===== config.mk =====
export PLATFORM = sky130hd
export DESIGN_NAME = dmem_uart_tx
export DESIGN_NICKNAME = d
export VERILOG_FILES = /design/src/rtl/dmem_uart_pkg.sv /design/src/rtl/dmem_uart_fifo.sv /design/src/rtl/dmem_uart_tx.sv
export SDC_FILE = /design/constraint.sdc
export NUM_CORES = 1
export LEC_CHECK = 0
export ABC_AREA = 1
export BUFFER_PORTS_ARGS = -buffer_cell sky130_fd_sc_hd__buf_2
export CAP_MARGIN = 20
export CORE_ASPECT_RATIO = 0.7
export CORE_UTILIZATION = 45
export CTS_CLUSTER_SIZE = 20
export DETAILED_ROUTE_END_ITERATION = 10
export GPL_TIMING_DRIVEN = 0
export PLACE_DENSITY = 0.66
export SYNTH_ARGS = -nofsm -noshare
export SYNTH_HDL_FRONTEND = slang
export SYNTH_SLANG_ARGS = --single-unit

===== constraint.sdc =====
create_clock -name CLK -period 5.5 [get_ports CLK]
set_input_delay 1.1 -clock CLK [delete_from_list [all_inputs] [get_ports CLK]]
set_output_delay 1.1 -clock CLK [all_outputs]
set_load 0.03 [all_outputs]

===== src/rtl/dmem_uart_pkg.sv =====
// dmem_uart_tx shared definitions: register offsets, STATUS layout, FSM states.
// Optional FIFO buffer build selected by DMEM_UART_FIFO_EN.
package dmem_uart_pkg;

  localparam logic [1:0] OFF_TXDATA = 2'd0;
  localparam logic [1:0] OFF_STATUS = 2'd1;
  localparam logic [1:0] OFF_BAUD   = 2'd2;

  localparam int ST_BUSY  = 0;
  localparam int ST_FULL  = 1;
  localparam int ST_EMPTY = 2;
  localparam int ST_OVR   = 3;
  localparam int ST_OCC   = 4;

  typedef enum logic [1:0] {
    IDLE,
    START,
    DATA,
    STOP
  } tx_state_t;

  function automatic logic [7:0] status_pack(
    input logic       busy,
    input logic       full,
    input logic       empty,
    input logic       ovr,
    input logic [3:0] occ
  );
    logic [7:0] s;
    s           = '0;
    s[ST_BUSY]  = busy;
    s[ST_FULL]  = full;
    s[ST_EMPTY] = empty;
    s[ST_OVR]   = ovr;
    s[ST_OCC+:4] = occ;
    return s;
  endfunction

endpackage


===== src/rtl/dmem_uart_fifo.sv =====
// TX byte buffer: circular FIFO when DMEM_UART_FIFO_EN is defined,
// otherwise a single holding register. Push while full is accepted only with a pop.
module dmem_uart_fifo
  import dmem_uart_pkg::*;
#(
  parameter int DEPTH = 4
) (
  input  logic       CLK,
  input  logic       RSTa,
  input  logic       push_i,
  input  logic       pop_i,
  input  logic [7:0] data_i,
  output logic [7:0] data_o,
  output logic       full_o,
  output logic       empty_o,
  output logic [3:0] count_o
);

`ifdef DMEM_UART_FIFO_EN

  localparam int AW = $clog2(DEPTH);
  localparam int PW = AW + 1;

  logic [7:0]    mem_q [DEPTH];
  logic [PW-1:0] wp_q, wp_d;
  logic [PW-1:0] rp_q, rp_d;
  logic          push_ok;
  logic          pop_ok;

  assign empty_o = (wp_q == rp_q);
  assign full_o  = (wp_q[AW-1:0] == rp_q[AW-1:0]) &&
                   (wp_q[AW] != rp_q[AW]);
  assign count_o = 4'(wp_q - rp_q);
  assign data_o  = mem_q[rp_q[AW-1:0]];

  assign pop_ok  = pop_i && !empty_o;
  assign push_ok = push_i && (!full_o || pop_ok);

  // Pointer advance; pointers carry one extra wrap bit.
  always_comb begin
    wp_d = wp_q;
    rp_d = rp_q;
    if (push_ok) wp_d = wp_q + 1'b1;
    if (pop_ok)  rp_d = rp_q + 1'b1;
  end

  // Pointer registers.
  always_ff @(posedge CLK) begin
    if (!RSTa) begin
      wp_q <= '0;
      rp_q <= '0;
    end else begin
      wp_q <= wp_d;
      rp_q <= rp_d;
    end
  end

  // Storage array; contents are don't-care while empty.
  always_ff @(posedge CLK) begin
    if (push_ok) mem_q[wp_q[AW-1:0]] <= data_i;
  end

`else

  logic [7:0] hold_q, hold_d;
  logic       vld_q, vld_d;
  logic       push_ok;

  assign full_o  = vld_q;
  assign empty_o = !vld_q;
  assign count_o = {3'b000, vld_q};
  assign data_o  = hold_q;

  assign push_ok = push_i && (!vld_q || pop_i);

  // DEPTH only sizes the FIFO build.
  if (DEPTH < 1) begin : g_depth_unused
  end

  // Holding register next state: pop empties, push refills.
  always_comb begin
    hold_d = hold_q;
    vld_d  = vld_q;
    if (pop_i) vld_d = 1'b0;
    if (push_ok) begin
      hold_d = data_i;
      vld_d  = 1'b1;
    end
  end

  // Holding register state.
  always_ff @(posedge CLK) begin
    if (!RSTa) begin
      hold_q <= '0;
      vld_q  <= 1'b0;
    end else begin
      hold_q <= hold_d;
      vld_q  <= vld_d;
    end
  end

`endif

endmodule


===== src/rtl/dmem_uart_tx.sv =====
// Memory-mapped 8N1 UART transmitter on the core data-memory bus.
// Define DMEM_UART_FIFO_EN for a FIFO_DEPTH-entry TX FIFO.
module dmem_uart_tx
  import dmem_uart_pkg::*;
#(
  parameter int               DATA_W      = 32,
  parameter int               ADD_W       = 10,
  parameter logic [ADD_W-1:0] BASE_ADDR   = 10'h3F0,
  parameter logic [15:0]      DEFAULT_DIV = 16'd867,
  parameter int               FIFO_DEPTH  = 4
) (
  input  logic              CLK,
  input  logic              RSTa,
  input  logic              WR,
  input  logic              OE,
  input  logic [ADD_W-1:0]  ADDRESS,
  input  logic [DATA_W-1:0] DATA_IN,
  output logic [DATA_W-1:0] DATA_OUT,
  output logic              SEL,
  output logic              TX,
  output logic              TX_IDLE
);

  logic [1:0]  off;
  logic        wr_en;
  logic        push;
  logic        pop;
  logic [7:0]  fifo_data;
  logic        full;
  logic        empty;
  logic [3:0]  occ;
  logic [7:0]  status;
  logic [DATA_W-1:0] rdata;

  tx_state_t   state_q, state_d;
  logic [15:0] baud_q, baud_d;
  logic [15:0] period_q, period_d;
  logic [15:0] cnt_q, cnt_d;
  logic [2:0]  idx_q, idx_d;
  logic [7:0]  shreg_q, shreg_d;
  logic        tx_q, tx_d;
  logic        ovr_q, ovr_d;
  logic        wrap;

  logic unused_data;
  assign unused_data = ^DATA_IN[DATA_W-1:16];

  assign SEL   = (ADDRESS[ADD_W-1:2] == BASE_ADDR[ADD_W-1:2]);
  assign off   = ADDRESS[1:0];
  assign wr_en = SEL && WR;
  assign push  = wr_en && (off == OFF_TXDATA);

  dmem_uart_fifo #(
    .DEPTH(FIFO_DEPTH)
  ) u_fifo (
    .CLK     (CLK),
    .RSTa    (RSTa),
    .push_i  (push),
    .pop_i   (pop),
    .data_i  (DATA_IN[7:0]),
    .data_o  (fifo_data),
    .full_o  (full),
    .empty_o (empty),
    .count_o (occ)
  );

  assign status = status_pack(state_q != IDLE, full, empty,
                              ovr_q, occ);

  // Read mux; zero unless the window is selected and read.
  always_comb begin
    rdata = '0;
    unique case (1'b1)
      (off == OFF_STATUS): rdata[7:0]  = status;
      (off == OFF_BAUD):   rdata[15:0] = baud_q;
      default: ;
    endcase
  end

  assign DATA_OUT = (SEL && OE) ? rdata : '0;
  assign TX       = tx_q;
  assign TX_IDLE  = (state_q == IDLE) && empty;

  // Register file writes and sticky overrun.
  always_comb begin
    baud_d = baud_q;
    ovr_d  = ovr_q;
    if (wr_en && (off == OFF_BAUD))
      baud_d = DATA_IN[15:0];
    if (wr_en && (off == OFF_STATUS) && DATA_IN[ST_OVR])
      ovr_d = 1'b0;
    if (push && full && !pop)
      ovr_d = 1'b1;
  end

  assign wrap = (cnt_q == period_q);

  // TX FSM: frame sequencing, baud counter and line level.
  always_comb begin
    state_d  = state_q;
    period_d = period_q;
    cnt_d    = cnt_q;
    idx_d    = idx_q;
    shreg_d  = shreg_q;
    pop      = 1'b0;
    unique case (state_q)
      IDLE: begin
        cnt_d = '0;
        if (!empty) begin
          pop      = 1'b1;
          period_d = baud_q;
          shreg_d  = fifo_data;
          state_d  = START;
        end
      end
      START: begin
        cnt_d = cnt_q + 1'b1;
        if (wrap) begin
          cnt_d   = '0;
          idx_d   = '0;
          state_d = DATA;
        end
      end
      DATA: begin
        cnt_d = cnt_q + 1'b1;
        if (wrap) begin
          cnt_d = '0;
          idx_d = idx_q + 1'b1;
          if (idx_q == 3'd7) state_d = STOP;
        end
      end
      STOP: begin
        cnt_d = cnt_q + 1'b1;
        if (wrap) begin
          cnt_d = '0;
          if (!empty) begin
            pop      = 1'b1;
            period_d = baud_q;
            shreg_d  = fifo_data;
            state_d  = START;
          end else begin
            state_d = IDLE;
          end
        end
      end
      default: state_d = IDLE;
    endcase
    tx_d = 1'b1;
    unique case (state_d)
      START:   tx_d = 1'b0;
      DATA:    tx_d = shreg_d[idx_d];
      default: tx_d = 1'b1;
    endcase
  end

  // State registers; synchronous active-low reset aborts any frame.
  always_ff @(posedge CLK) begin
    if (!RSTa) begin
      state_q  <= IDLE;
      baud_q   <= DEFAULT_DIV;
      period_q <= DEFAULT_DIV;
      cnt_q    <= '0;
      idx_q    <= '0;
      shreg_q  <= '0;
      tx_q     <= 1'b1;
      ovr_q    <= 1'b0;
    end else begin
      state_q  <= state_d;
      baud_q   <= baud_d;
      period_q <= period_d;
      cnt_q    <= cnt_d;
      idx_q    <= idx_d;
      shreg_q  <= shreg_d;
      tx_q     <= tx_d;
      ovr_q    <= ovr_d;
    end
  end

endmodule

==> results of run 1 <==
-- through the flow --
stage                     setup WS (ns)  hold slack (ns)  power [uW]  cell area (um^2)
final                              1.65            0.485        1220              4560
after global routing               1.59            0.506        1260              4560
after CTS                          1.73            0.486        1230              4560
after detailed placement           1.74            0.478         637              4260
after global placement             1.75            0.458         636              4260
after floorplan                    1.87            0.440         608              3890
-- path summary, 6_finish.rpt --
| check | depth (start not counted) | slack (ns) | start | end |
|---|---|---|---|---|
| hold / removal | 1 | 0.48 | cnt_q[0] | cnt_q[0] |
| hold reg to reg | 1 | 0.48 | cnt_q[0] | cnt_q[0] |
| setup reg to reg | 19 | 2.63 | cnt_q[0] | TX |
| setup / recovery | 7 | 1.65 | ADDRESS[0] | DATA_OUT[15] |
-- cells by family after synthesis --
kind of cell / Yosys count / share of synthesized area (%)
simple gates: 277 / 31.6
buf+inv: 108 / 12.8
compound gates: 82 / 12.7
flops: 72 / 37.6
fa+ha+maj: 12 / 3.91
xor+xnor: 6 / 1.37
other cells: 1 / 0.0977
-- flip-flops by register name, indices dropped and copies added, names as in the netlist --
| register | cells |
|---|---|
| idx_q | 3 |
| ovr_q | 1 |
| state_q | 2 |
| period_q | 16 |
| u_fifo.data_o | 8 |
| shreg_q | 8 |
| cnt_q | 16 |
| TX | 1 |
| baud_q | 16 |
| u_fifo.full_o | 1 |
-- critical path, stage by stage --
cell                       delay [ns]
sky130_fd_sc_hd__buf_2           0.11
sky130_fd_sc_hd__inv_1           0.07
sky130_fd_sc_hd__ha_1            0.14
sky130_fd_sc_hd__clkbuf_1        0.39
sky130_fd_sc_hd__inv_1           0.28
sky130_fd_sc_hd__nor3_1          0.38
sky130_fd_sc_hd__buf_2           0.27
-- cell type report --
type                       count  area (um^2)
timing repair buffer          48          240
clock inverter                 3         40.0
buffer                        36          223
sequential                    72         1440
fill                         774         3510
multi-input combinational    393         1960
inverter                      72          270
clock buffer                  13          260
tap                          101          126
-- power groups by stage --
stage / sequential (uW) / combinational (uW) / clock [uW]
after floorplan: 540 / 68.6 / 0
after global placement: 539 / 97.4 / 0
after detailed placement: 539 / 98.2 / 0
after CTS: 527 / 98.6 / 603
after global routing: 528 / 109 / 624
final: 527 / 99.2 / 593
-- per-layer routing --
metal	part of all wire [%]	global-route usage, %	up-vias	wire length [um]
met2	40	33.4	109	3710
met5	0	0	-	0
met4	0.74	4.80	0	69
li1	-	-	1898	-
met3	6.1	6.72	13	569
met1	53	31.9	1594	4980
-- synthesized netlist by cell type, drive strengths merged --
master | n | area [um^2]
a22oi | 2 | 15.0
buf | 24 | 178
clkbuf | 12 | 45.0
o21ai | 24 | 124
o211ai | 10 | 75.1
nand2 | 152 | 606
dfxtp | 72 | 1440
nor2 | 65 | 268
xor2 | 6 | 52.6
a21oi | 32 | 168
o21a | 2 | 15.0
ha | 12 | 150
conb | 1 | 3.75
nor3 | 13 | 86.3
nand3 | 37 | 185
o21bai | 1 | 7.51
or2 | 3 | 18.8
nor4 | 1 | 6.26
a31oi | 1 | 6.26
nand4 | 3 | 18.8
nor3b | 3 | 22.5
inv | 72 | 270
a211oi | 10 | 75.1
-- placed cells by master, fill, tap and decap left out, types with 2 or more instances in the layout --
master | netlist | layout
sky130_fd_sc_hd__nand4_1 | 3 | 3
sky130_fd_sc_hd__dfxtp_1 | 72 | 72
sky130_fd_sc_hd__clkinv_2 | 0 | 2
sky130_fd_sc_hd__nand2_4 | 4 | 4
sky130_fd_sc_hd__nand3_1 | 37 | 37
sky130_fd_sc_hd__ha_1 | 12 | 12
sky130_fd_sc_hd__nand2_1 | 146 | 146
sky130_fd_sc_hd__a22oi_1 | 2 | 2
sky130_fd_sc_hd__o21ai_0 | 8 | 8
sky130_fd_sc_hd__conb_1 | 1 | 16
sky130_fd_sc_hd__clkbuf_1 | 12 | 14
sky130_fd_sc_hd__nor3_1 | 10 | 10
sky130_fd_sc_hd__buf_4 | 19 | 19
sky130_fd_sc_hd__o21a_1 | 2 | 2
sky130_fd_sc_hd__nor2_1 | 61 | 61
sky130_fd_sc_hd__clkbuf_16 | 0 | 9
sky130_fd_sc_hd__a21oi_1 | 30 | 30
sky130_fd_sc_hd__nor3_2 | 2 | 2
sky130_fd_sc_hd__nand2_2 | 2 | 2
sky130_fd_sc_hd__inv_1 | 61 | 61
sky130_fd_sc_hd__o21ai_1 | 15 | 15
sky130_fd_sc_hd__buf_2 | 4 | 52
sky130_fd_sc_hd__xor2_1 | 6 | 6
sky130_fd_sc_hd__clkbuf_8 | 0 | 2
sky130_fd_sc_hd__nor3b_1 | 3 | 3
sky130_fd_sc_hd__or2_2 | 3 | 3
sky130_fd_sc_hd__inv_2 | 11 | 11
sky130_fd_sc_hd__a21oi_2 | 2 | 2
sky130_fd_sc_hd__nor2_2 | 3 | 3
sky130_fd_sc_hd__a211oi_1 | 10 | 10
sky130_fd_sc_hd__o211ai_1 | 10 | 10
==> flow_results.org, run 1 <==
** Outcome
- The run finished with clean final reports.

** Routing
- Aggregate routed wire length :: 9.33 mm
- The first routing iteration left just over 200 violations.
- Total via count after detailed routing :: 3,614
- After detailed routing, the number of remaining DRC violations is 0.
- In the final routed layout, each cell accounts on average for between 10 and 15 um.
- In this run the remaining antenna-violating nets after routing total 0.
- Dividing the detail-routed via count by the number of cells gives ~4.9.
- Detailed Routing Iterations Pass 1 :: 4

** Synthesis
- Number of warning messages in the yosys log :: 0
- Count of unique library cells instantiated by Yosys :: 35
- Portion of the post-synthesis area used by sequential elements :: 37.6%
- Summing every instance area after synthesis gives 3840 um^2.
- A synthesized cell averages between 6 and 7 um^2.
- Number of instances in the synthesized netlist :: about 560
- Counting flops and latches in the post-synthesis netlist gives between 70 and 80.

** STA
- Static timing analysis puts the maximum clock frequency at between 0.2 and 0.3 GHz.
- Worst rel slew slack :: 53.8%
- Setup TNS :: 0 ns
- Crit path time final :: between 3 and 4 ns
- Hold Fails Final Rpt :: 0
- Setup repair after global routing missed its margin :: false
- Max-slew violation total from the final report :: 0
- Fin Clk Skew :: 0.00648 ns
- In the finished design, the share of the clock period the worst path needs comes to 70.0%.
- Final Setup Violations :: 0
- At the pin with the least slew margin, the transition time is between 0.6 and 0.7 ns.

** Placed design
- Dpl cells :: slightly above 700
- Final HPWL DP :: 7.19 mm
- Port buffering added 48 buffers.
- At the end of routability-driven placement, the weighted congestion stood at 0.847.

** Cells and area
- The repair_antennas step left the layout with diodes totalling 0.
- Non-filler cells, final :: between 700 and 800
- Area grow syn2layout :: 18.8%
- Utilization after layout :: between 50% and 60%
- The net count of the finished layout is a little under 700.
- Cells with a size suffix above 1 make up 18.2% of the layout.

** Floorplan
- Core area :: ~8000 um^2
- The initial utilization of the core area, before any placement, comes to a little under half.
- Row count :: 27
- Full die area :: 8910 um^2
- During I/O placement, the number of pins put on the boundary was between 80 and 90.
- From bottom edge to top edge, the die measures about 79 um.
- Horizontal die dimension :: 112 um

** Pwr
- PD cells :: roughly 270 nW/um^2
- Switching power :: around 290 uW
- Clk pwr share :: between 40 and 50%
- Portion of total power attributed to combinational logic :: between 8 and 9%
- In this run, flip-flops and latches consume a little over two fifths of the power.
- Switching power share of the total :: between 20% and 30%
- IR analysis of the VDD net gives a maximum drop of about 0.0002 V.
- For this design the static power due to leakage is 0.00217 uW.
- Internal power comes to between 900 and 1000 uW.

** Clock network
- Clk slew on worst S/H paths :: 0.05 ns
- In this run, post-CTS repair resized a total of 0 instances.
- Clock buffer depth :: 2
- TritonCTS built the clock tree.
- The number of hold buffers added after CTS was 0.
- Count of H-tree levels built during CTS :: 3
- The tree is rooted in a sky130_fd_sc_hd__clkbuf_16.
- CTS sink cnt :: between 70 and 80
- Clock insertion delay at the later pin of the skew report :: 0.34 ns
- Clock tree synthesis inserted a total of 9 buffers.
- Post-CTS setup buffers :: 0

** Setup path
- For the worst setup path, the data arrival time is between 2 and 3 ns.
- Startpoint types :: primary input
- Required @ worst endpoint :: approximately 4.4 ns
- Along the worst path, the maximum fanout reaches 10.
- Kind of critical path :: primary input to output port
- The worst setup path is captured at an output port.

** Global route
- Total congestion overflow :: 0
- Total routing usage reported by global routing :: ~22%
- The number of global-route vias before repair came to 3,235.
- Antenna violations before repair :: 0
- Entering global routing, the biggest net connects 12 pins.
- Wire length of the first global-routing pass :: 15.3 mm

** Job
- # Max-Cap Violations :: 0

** Hold path
- Worst Hold Class :: flop to flop
Note: power is estimated with default switching activity, not from simulation.
==> run 2: changes to the inputs <==
--- a/config.mk
+++ b/config.mk
@@ -13,7 +13,7 @@
 export CTS_CLUSTER_SIZE = 20
 export DETAILED_ROUTE_END_ITERATION = 10
 export GPL_TIMING_DRIVEN = 0
-export PLACE_DENSITY = 0.66
+export PLACE_DENSITY = 0.68
 export SYNTH_ARGS = -nofsm -noshare
 export SYNTH_HDL_FRONTEND = slang
 export SYNTH_SLANG_ARGS = --single-unit
==> constraint.sdc (replaced) <==
create_clock -name CLK -period 3.4 [get_ports CLK]
set_input_delay 0.68 -clock CLK [delete_from_list [all_inputs] [get_ports CLK]]
set_output_delay 0.68 -clock CLK [all_outputs]
set_load 0.03 [all_outputs]
==> flow_results.org, run 2 (synthesized netlist as in run 1, its figures left out) <==
** STA
- Crit path setup slack, layout :: 0.396 ns
- Setup repair after global routing missed its margin :: false
- Dividing the final minimum period by the clock period gives roughly 88%.
- Transition at the pin with the smallest max-transition slack :: slightly above 0.7 ns
- In the final timing run, aggregate negative setup slack is 0 ns.
- Max-slew violation total from the final report :: 0
- Setup violations remaining at the end of the flow were counted as 0.
- Fin Clk Skew :: approximately 0.0084 ns
- In this run the tightest slew margin relative to its limit is 51.2%.
- The routed design could run at a clock period as short as 3.00 ns.
- Worst hold slack :: ~0.48 ns
- The count of final hold-check violations came to 0.
- Maximum clock frequency :: 0.333 GHz

** Hold path
- End of the worst hold path :: period_q[2]
- Hold path cells :: 2
- Worst Hold Class :: flop to flop
- The startpoint identified for the worst hold timing path is baud_q[2].

** Clock network
- For this design, the CTS-stage hold fixing added 0 buffers.
- Clock tree synthesis inserted a total of 9 buffers.
- Post-CTS repair changed the size of 0 cells.
- Clock tree root driver cell :: sky130_fd_sc_hd__clkbuf_16
- For the worst-skew pair, the clock arrives at the later sink with an insertion delay of 0.34 ns.
- Clock-pin slew was measured on the worst setup and hold paths at 0.06 ns.
- TritonCTS built the clock tree.
- In this run the number of H-tree levels came out at 3.
- Clock buffer depth :: 2
- The clock net in this run drives a total of between 70 and 80 sinks.
- Post-CTS timing repair inserted 0 buffers for setup.

** Pwr
- The analysis attributes to cell leakage a power of 0.00218 uW.
- Of the total power, the share spent switching nets is 23.0%.
- Highest ir drop seen on vdd :: approximately 0.00022 V
- Summing internal, switching and leakage power gives 2050 uW.
- Portion of total power attributed to combinational logic :: 7.8%
- Registers are responsible for a little over two fifths of the overall power.
- In this run the power density over the cells is around 450 nW/um^2.
- The share of total power dissipated in the clock network is 50.6%.
- Int Power :: 1580 uW
- Switching power :: 472 uW

** Global route
- The number of global-route vias before repair is between 3,000 and 4,000.
- Met1 usage in global routing :: 32.8%
- Global routing used a little under a quarter of the available tracks.
- Global routing consumed, on the met3 layer, slightly below 6% of the routing resources.
- Total congestion overflow :: 0
- The number of antenna violations at the first check in global routing is 0.
- Pin count of the biggest net entering global routing :: 13
- met2 is the most crowded layer.
- Routing usage on met2 :: between 30 and 40%
- Wire length of the first global-routing pass :: 15.8 mm

** Setup path
- The worst setup path is of the primary input to output port kind.
- CP Capture Type :: output port
- The worst register-to-register path ends at TX.
- Biggest fanout along the worst timing path :: 10
- For the worst setup path, the data required time is approximately 2.7 ns.
- Setup slack on the worst flop-to-flop path :: roughly 0.55 ns
- On the worst path, the slowest cell contributes a delay of ~0.40 ns.
- STA classifies the critical path startpoint as a primary input.
- Cell depth of the worst flop-to-flop path :: 19
- Slowest cell on the critical path :: sky130_fd_sc_hd__clkbuf_1
- CP Data Arrival Time :: about 2.3 ns
- Ordered cell list for the critical path :: buf_2 -> inv_1 -> ha_1 -> clkbuf_1 -> inv_1 -> nor3_1 -> buf_2
- In this run the critical register-to-register path is launched from cnt_q[13].

** Outcome
- Run status :: complete, no violations

** Floorplan
- Full die area :: ~8900 um^2
- During I/O placement, the number of pins put on the boundary was just over 80.
- After floorplanning, the core was divided into 27 placement rows.
- The die is between 70 and 80 um tall.
- Horizontal die dimension :: 112 um
- Initial core utilization :: 47.5%
- The core region is ~8000 um^2.

** Cells and area
- The largest registers in the layout are baud_q x16, cnt_q x16, period_q x16.
- Number of antenna diodes :: 0
- Filler cell count in the final layout :: 766
- Relative to the synthesized area, the layout overhead comes to 19.7%.
- Number of nets in the finished design :: about 700
- The post-route netlist has between 15 and 20% of its cells at a drive strength greater than 1.
- Registers take 1440 um^2.
- In the layout the commonest cells are 146 x sky130_fd_sc_hd__nand2_1, 72 x sky130_fd_sc_hd__dfxtp_1, 61 x sky130_fd_sc_hd__inv_1, 61 x sky130_fd_sc_hd__nor2_1, 52 x sky130_fd_sc_hd__buf_2.
- Cells fill around 57% of the core in the end.
- Total area of multi-input combinational cells :: ~2000 um^2
- Most common cell after layout, fill and taps aside :: sky130_fd_sc_hd__nand2_1

** Placed design
- In this run the tool buffered the top-level ports with 48 buffer cells.
- At the placement stage, the worst setup path has a slack of roughly 0.47 ns.
- Gpl congestion :: roughly 0.85
- The wire-length estimate of the detail-placed layout is between 7 and 8 mm.

** Routing
- DRC violation count after routing :: 0
- WL per Instance :: 12.9 um
- The pre-antenna-repair detailed-routing pass consisted of 5 iterations.
- Summing over every cut layer, the via total after detailed routing is 3,721.
- Vias/cell :: between 5 and 6
- Aggregate routed wire length :: between 9 and 10 mm
- Initial detailed-routing violation count :: around 320
- Detail Route Antenna Nets :: 0

** Job
- Max-cap violations in this run came to 0.
==> run 2: changes by cell type in the layout (fill, tap and decap cells not counted) <==
cell	previous run	this run
sky130_fd_sc_hd__bufinv_16	1	2
sky130_fd_sc_hd__clkinv_4	0	1
sky130_fd_sc_hd__clkbuf_1	14	12
==> run 2: metal layers <==
metal	wire length, um	share of wire, %
met4	128	1.3
met5	0	0
met1	4820	50
met3	695	7.3
met2	3900	41
==> run 2: layout make-up <==
class                      instances  share of cell area, %
sequential                        72                   31.4
clock inverter                     5                   1.72
clock buffer                      11                   5.50
timing repair buffer              48                   5.23
tap                              101                   2.75
buffer                            36                   4.85
inverter                          72                   5.89
multi-input combinational        393                   42.7
==> run 2: stage by stage <==
| step | area [um^2] | std cells |
|---|---|---|
| after global placement | 4260 | 722 |
| after CTS | 4590 | 738 |
| after detailed placement | 4260 | 722 |
| after floorplan | 3890 | 573 |
| after global routing | 4590 | 738 |
| final | 4590 | 738 |
==> run 2: worst max-delay path: cells and delay by family <==
kind | cells | cell delay, ns
fa+ha+maj | 1 | 0.14
buf+inv | 5 | 1.14
simple gates | 1 | 0.36
==> run 2: worst max-delay path by stage <==
stage               start            to  slack, ns  cells past startpoint
4_1_cts        ADDRESS[0]   DATA_OUT[7]       0.45                      7
5_1_grt        ADDRESS[0]   DATA_OUT[7]       0.25                      7
2_1_floorplan  ADDRESS[7]  DATA_OUT[10]       0.61                      7
3_3_place_gp   ADDRESS[0]  DATA_OUT[15]       0.49                      7
6_report       ADDRESS[0]  DATA_OUT[15]       0.40                      7
3_5_place_dp   ADDRESS[0]  DATA_OUT[15]       0.47                      7
==> run 2: power by group through the flow <==
stage	clock network (uW)	logic [uW]	registers, uW
floorplan	0	111	873
global placement	0	157	871
detailed placement	0	158	871
CTS	1060	159	853
global route	1090	175	853
finish	1040	160	853
==> run 3: changes to the inputs <==
--- a/config.mk
+++ b/config.mk
@@ -6,10 +6,12 @@
 export NUM_CORES = 1
 export LEC_CHECK = 0
 export ABC_AREA = 1
-export BUFFER_PORTS_ARGS = -buffer_cell sky130_fd_sc_hd__buf_2
+export BUFFER_PORTS_ARGS = -buffer_cell sky130_fd_sc_hd__buf_4
 export CAP_MARGIN = 20
 export CORE_ASPECT_RATIO = 0.7
+export CORE_MARGIN = 2
 export CORE_UTILIZATION = 45
+export CTS_CLUSTER_DIAMETER = 50
 export CTS_CLUSTER_SIZE = 20
 export DETAILED_ROUTE_END_ITERATION = 10
 export GPL_TIMING_DRIVEN = 0
==> flow_results.org, run 3 (synthesized netlist as in run 1, its figures left out) <==
** STA
- Setup TNS :: 0 ns
- Worst rel slew slack :: 55.0%
- Fin Clk Skew :: between 0.005 and 0.006 ns
- Setup violations remaining at the end of the flow were counted as 0.
- The smallest clock period supported by the final layout is computed as 2.98 ns.
- Derived from the worst setup path, the maximum achievable clock frequency is between 0.3 and 0.4 GHz.
- Hold Fails Final Rpt :: 0
- The number of max-slew violations in the final report is 0.
- Transition at the pin with the smallest max-transition slack :: between 0.6 and 0.7 ns
- Setup repair after global routing missed its margin :: false
- Dividing the final minimum period by the clock period gives between 80% and 90%.

** Setup path
- CP Data Arrival Time :: between 2 and 2.5 ns
- Worst flop-to-flop path endpoint :: TX
- Ordered cell list for the critical path :: buf_4 -> inv_1 -> ha_1 -> clkbuf_1 -> inv_1 -> nor3_1 -> buf_4
- Kind of critical path :: primary input to output port
- STA puts the critical path data required time at between 2 and 3 ns.
- Slowest cell on the critical path :: sky130_fd_sc_hd__clkbuf_1
- CP Capture Type :: output port
- Startpoint types :: primary input
- Crit. Startpoint :: ADDRESS[0]
- Worst Path Buf+Inv :: 5
- The startpoint identified for the worst register-to-register timing path is cnt_q[5].
- Biggest fanout along the worst timing path :: 10
- In this run the register-to-register setup slack is roughly 0.56 ns.
- On the worst path, the slowest cell contributes a delay of around 0.4 ns.
- Cell depth of the worst flop-to-flop path :: 19
- Dominant delay contributor by cell family on the critical path :: buffers and inverters

** Placed design
- Gpl congestion :: between 0.8 and 0.9
- Summed over all nets, the half-perimeter wirelength after detailed placement is between 7 and 8 mm.
- Number of buffers inserted by port buffering :: 48
- Dpl cells :: between 700 and 800

** Global route
- Global routing finished with a remaining overflow of 0.
- Global routing used 20.8% of the available tracks.
- Wire length of the first global-routing pass :: between 15 and 20 mm
- Via count of the first global-routing pass :: about 3,200
- Antenna violations before repair :: 0
- Pin count of the biggest net entering global routing :: 12

** Clock network
- Number of clock buffers inserted by TritonCTS :: 9
- The number of hold buffers added after CTS was 0.
- The tree built by TritonCTS fans out to around 70 sinks.
- Clock buffer depth :: 2
- Clock latency on the worst-skew pair, taken at its later pin, is between 0.3 and 0.4 ns.
- Once the clock tree was built, the resizer swapped 0 gates to a different size.
- TritonCTS built the clock tree.
- Clock tree synthesis selected as its root buffer the cell sky130_fd_sc_hd__clkbuf_16.
- Count of H-tree levels built during CTS :: 3
- In this run the post-CTS setup repair buffer count came out at 0.
- After clock tree synthesis, the clock-pin slew on the worst setup and hold paths is around 0.050 ns.

** Pwr
- Portion of total power attributed to combinational logic :: under 10%
- Summed over all nets, the switching power comes to roughly 460 uW.
- The completed layout was analyzed and its total power is about 2000 uW.
- The internal power of the cells totals between 1500 and 2000 uW.
- In this run the static leakage power is 0.00219 uW.
- VDD sags by at most roughly 0.00022 V.
- PD cells :: between 400 and 500 nW/um^2
- Portion of total power attributed to sequential cells :: between 40% and 50%
- Clk pwr share :: about 49%
- Net switching is 23.0% of the power.

** Hold path
- The path class of the tightest hold or removal check is flop to flop.
- Hold path cells :: 1
- End of the worst hold path :: cnt_q[0]
- Hold path startpoint :: cnt_q[0]

** Floorplan
- Die Span Y :: 81.3 um
- The die covers between 9000 and 10,000 um^2.
- Initial core utilization :: between 40 and 50%
- Core area :: 8370 um^2
- 81 I/O pins were placed.
- Row count :: 28
- Horizontal die dimension :: around 110 um

** Routing
- For this block, the initial DRC count from the detailed router was a little under 300.
- In the routed design, unresolved DRC markers number 0.
- Once detail routing completed, the nets flagged for antenna violations numbered 0.
- Before antenna repair, the detailed router went through 7 iterations.
- The routed layout has roughly 3,700 vias.
- Vias/cell :: between 4 and 5
- Aggregate routed wire length :: around 9.4 mm
- WL per Instance :: ~13 um

** Cells and area
- Measured on the finished design, the core utilization comes to 56.1%.
- The post-route netlist has 18.2% of its cells at a drive strength greater than 1.
- The top cell types in the final layout, fill and taps aside, are 146 x sky130_fd_sc_hd__nand2_1, 72 x sky130_fd_sc_hd__dfxtp_1, 67 x sky130_fd_sc_hd__buf_4.
- Most common cell after layout, fill and taps aside :: sky130_fd_sc_hd__nand2_1
- Relative to the synthesized area, the layout overhead comes to 22.3%.
- Largest registers in the final layout :: baud_q x16, cnt_q x16, period_q x16
- Filler cell count in the final layout :: around 830
- Number of antenna diodes :: 0
- Number of nets in the finished design :: 690
- The count of cells in the finished layout, fillers not included, comes to 741.

** Outcome
- The flow ran to the end, and the final reports show no timing, DRC or antenna violations.

** Job
- # Max-Cap Violations :: 0
-- run 3: stage by stage --
| stage | area (um^2) | worst slack [ns] | hold WS (ns) |
|---|---|---|---|
| 5_1_grt | 4690 | 0.265 | 0.507 |
| 2_1_floorplan | 3890 | 0.606 | 0.440 |
| 3_5_place_dp | 4390 | 0.468 | 0.467 |
| 6_report | 4690 | 0.422 | 0.473 |
| 3_3_place_gp | 4390 | 0.507 | 0.457 |
| 4_1_cts | 4690 | 0.461 | 0.480 |
-- run 3: worst reg2reg max path, stage by stage (launching register included) --
cell,delay [ns]
sky130_fd_sc_hd__dfxtp_1,0.41
sky130_fd_sc_hd__inv_2,0.07
sky130_fd_sc_hd__nand2_1,0.07
sky130_fd_sc_hd__nand2_1,0.06
sky130_fd_sc_hd__nor2_1,0.11
sky130_fd_sc_hd__nand2_1,0.10
sky130_fd_sc_hd__nor2_2,0.22
sky130_fd_sc_hd__nand2_4,0.15
sky130_fd_sc_hd__ha_1,0.30
sky130_fd_sc_hd__o21ai_0,0.15
sky130_fd_sc_hd__nand2_1,0.06
sky130_fd_sc_hd__o21ai_0,0.26
sky130_fd_sc_hd__inv_1,0.23
sky130_fd_sc_hd__nand3_1,0.17
sky130_fd_sc_hd__nand3_1,0.10
sky130_fd_sc_hd__nand2_1,0.11
sky130_fd_sc_hd__nand2_1,0.06
sky130_fd_sc_hd__nand3_1,0.06
sky130_fd_sc_hd__nand2_1,0.05
sky130_fd_sc_hd__inv_1,0.04
-- run 3: layout make-up --
| type | instances | area, um^2 | area share, % |
|---|---|---|---|
| clock inverters | 2 | 37.5 | 0.800 |
| flip-flops and latches | 72 | 1440 | 30.7 |
| plain buffers | 36 | 223 | 4.75 |
| repair buffers | 48 | 360 | 7.68 |
| multi-input cells | 393 | 1960 | 41.7 |
| well taps | 105 | 131 | 2.80 |
| clock buffers | 13 | 270 | 5.76 |
| inverters | 72 | 270 | 5.76 |
-- run 3: worst max path at each step --
stage | to | cells after the start | slack (ns)
6_report | DATA_OUT[15] | 7 | 0.42
5_1_grt | TX | 19 | 0.27
4_1_cts | DATA_OUT[7] | 7 | 0.46
3_5_place_dp | DATA_OUT[7] | 7 | 0.47
3_3_place_gp | DATA_OUT[15] | 7 | 0.51
2_1_floorplan | DATA_OUT[10] | 7 | 0.61
-- run 3: per-layer routing --
layer	global-route usage (%)	part of all wire (%)	up-vias	routed length, um
met5	0	0	-	0
met4	6.46	1.9	0	175
met3	3.73	7.3	19	689
met2	31.7	40	142	3730
met1	29.9	51	1641	4790
li1	-	-	1898	-
-- run 3: power by group through the flow --
stage	logic, uW	registers (uW)	clock network, uW
after floorplan	111	873	0
after global placement	167	871	0
after detailed placement	169	871	0
final	171	853	970
after global routing	188	854	1020
after CTS	170	853	978
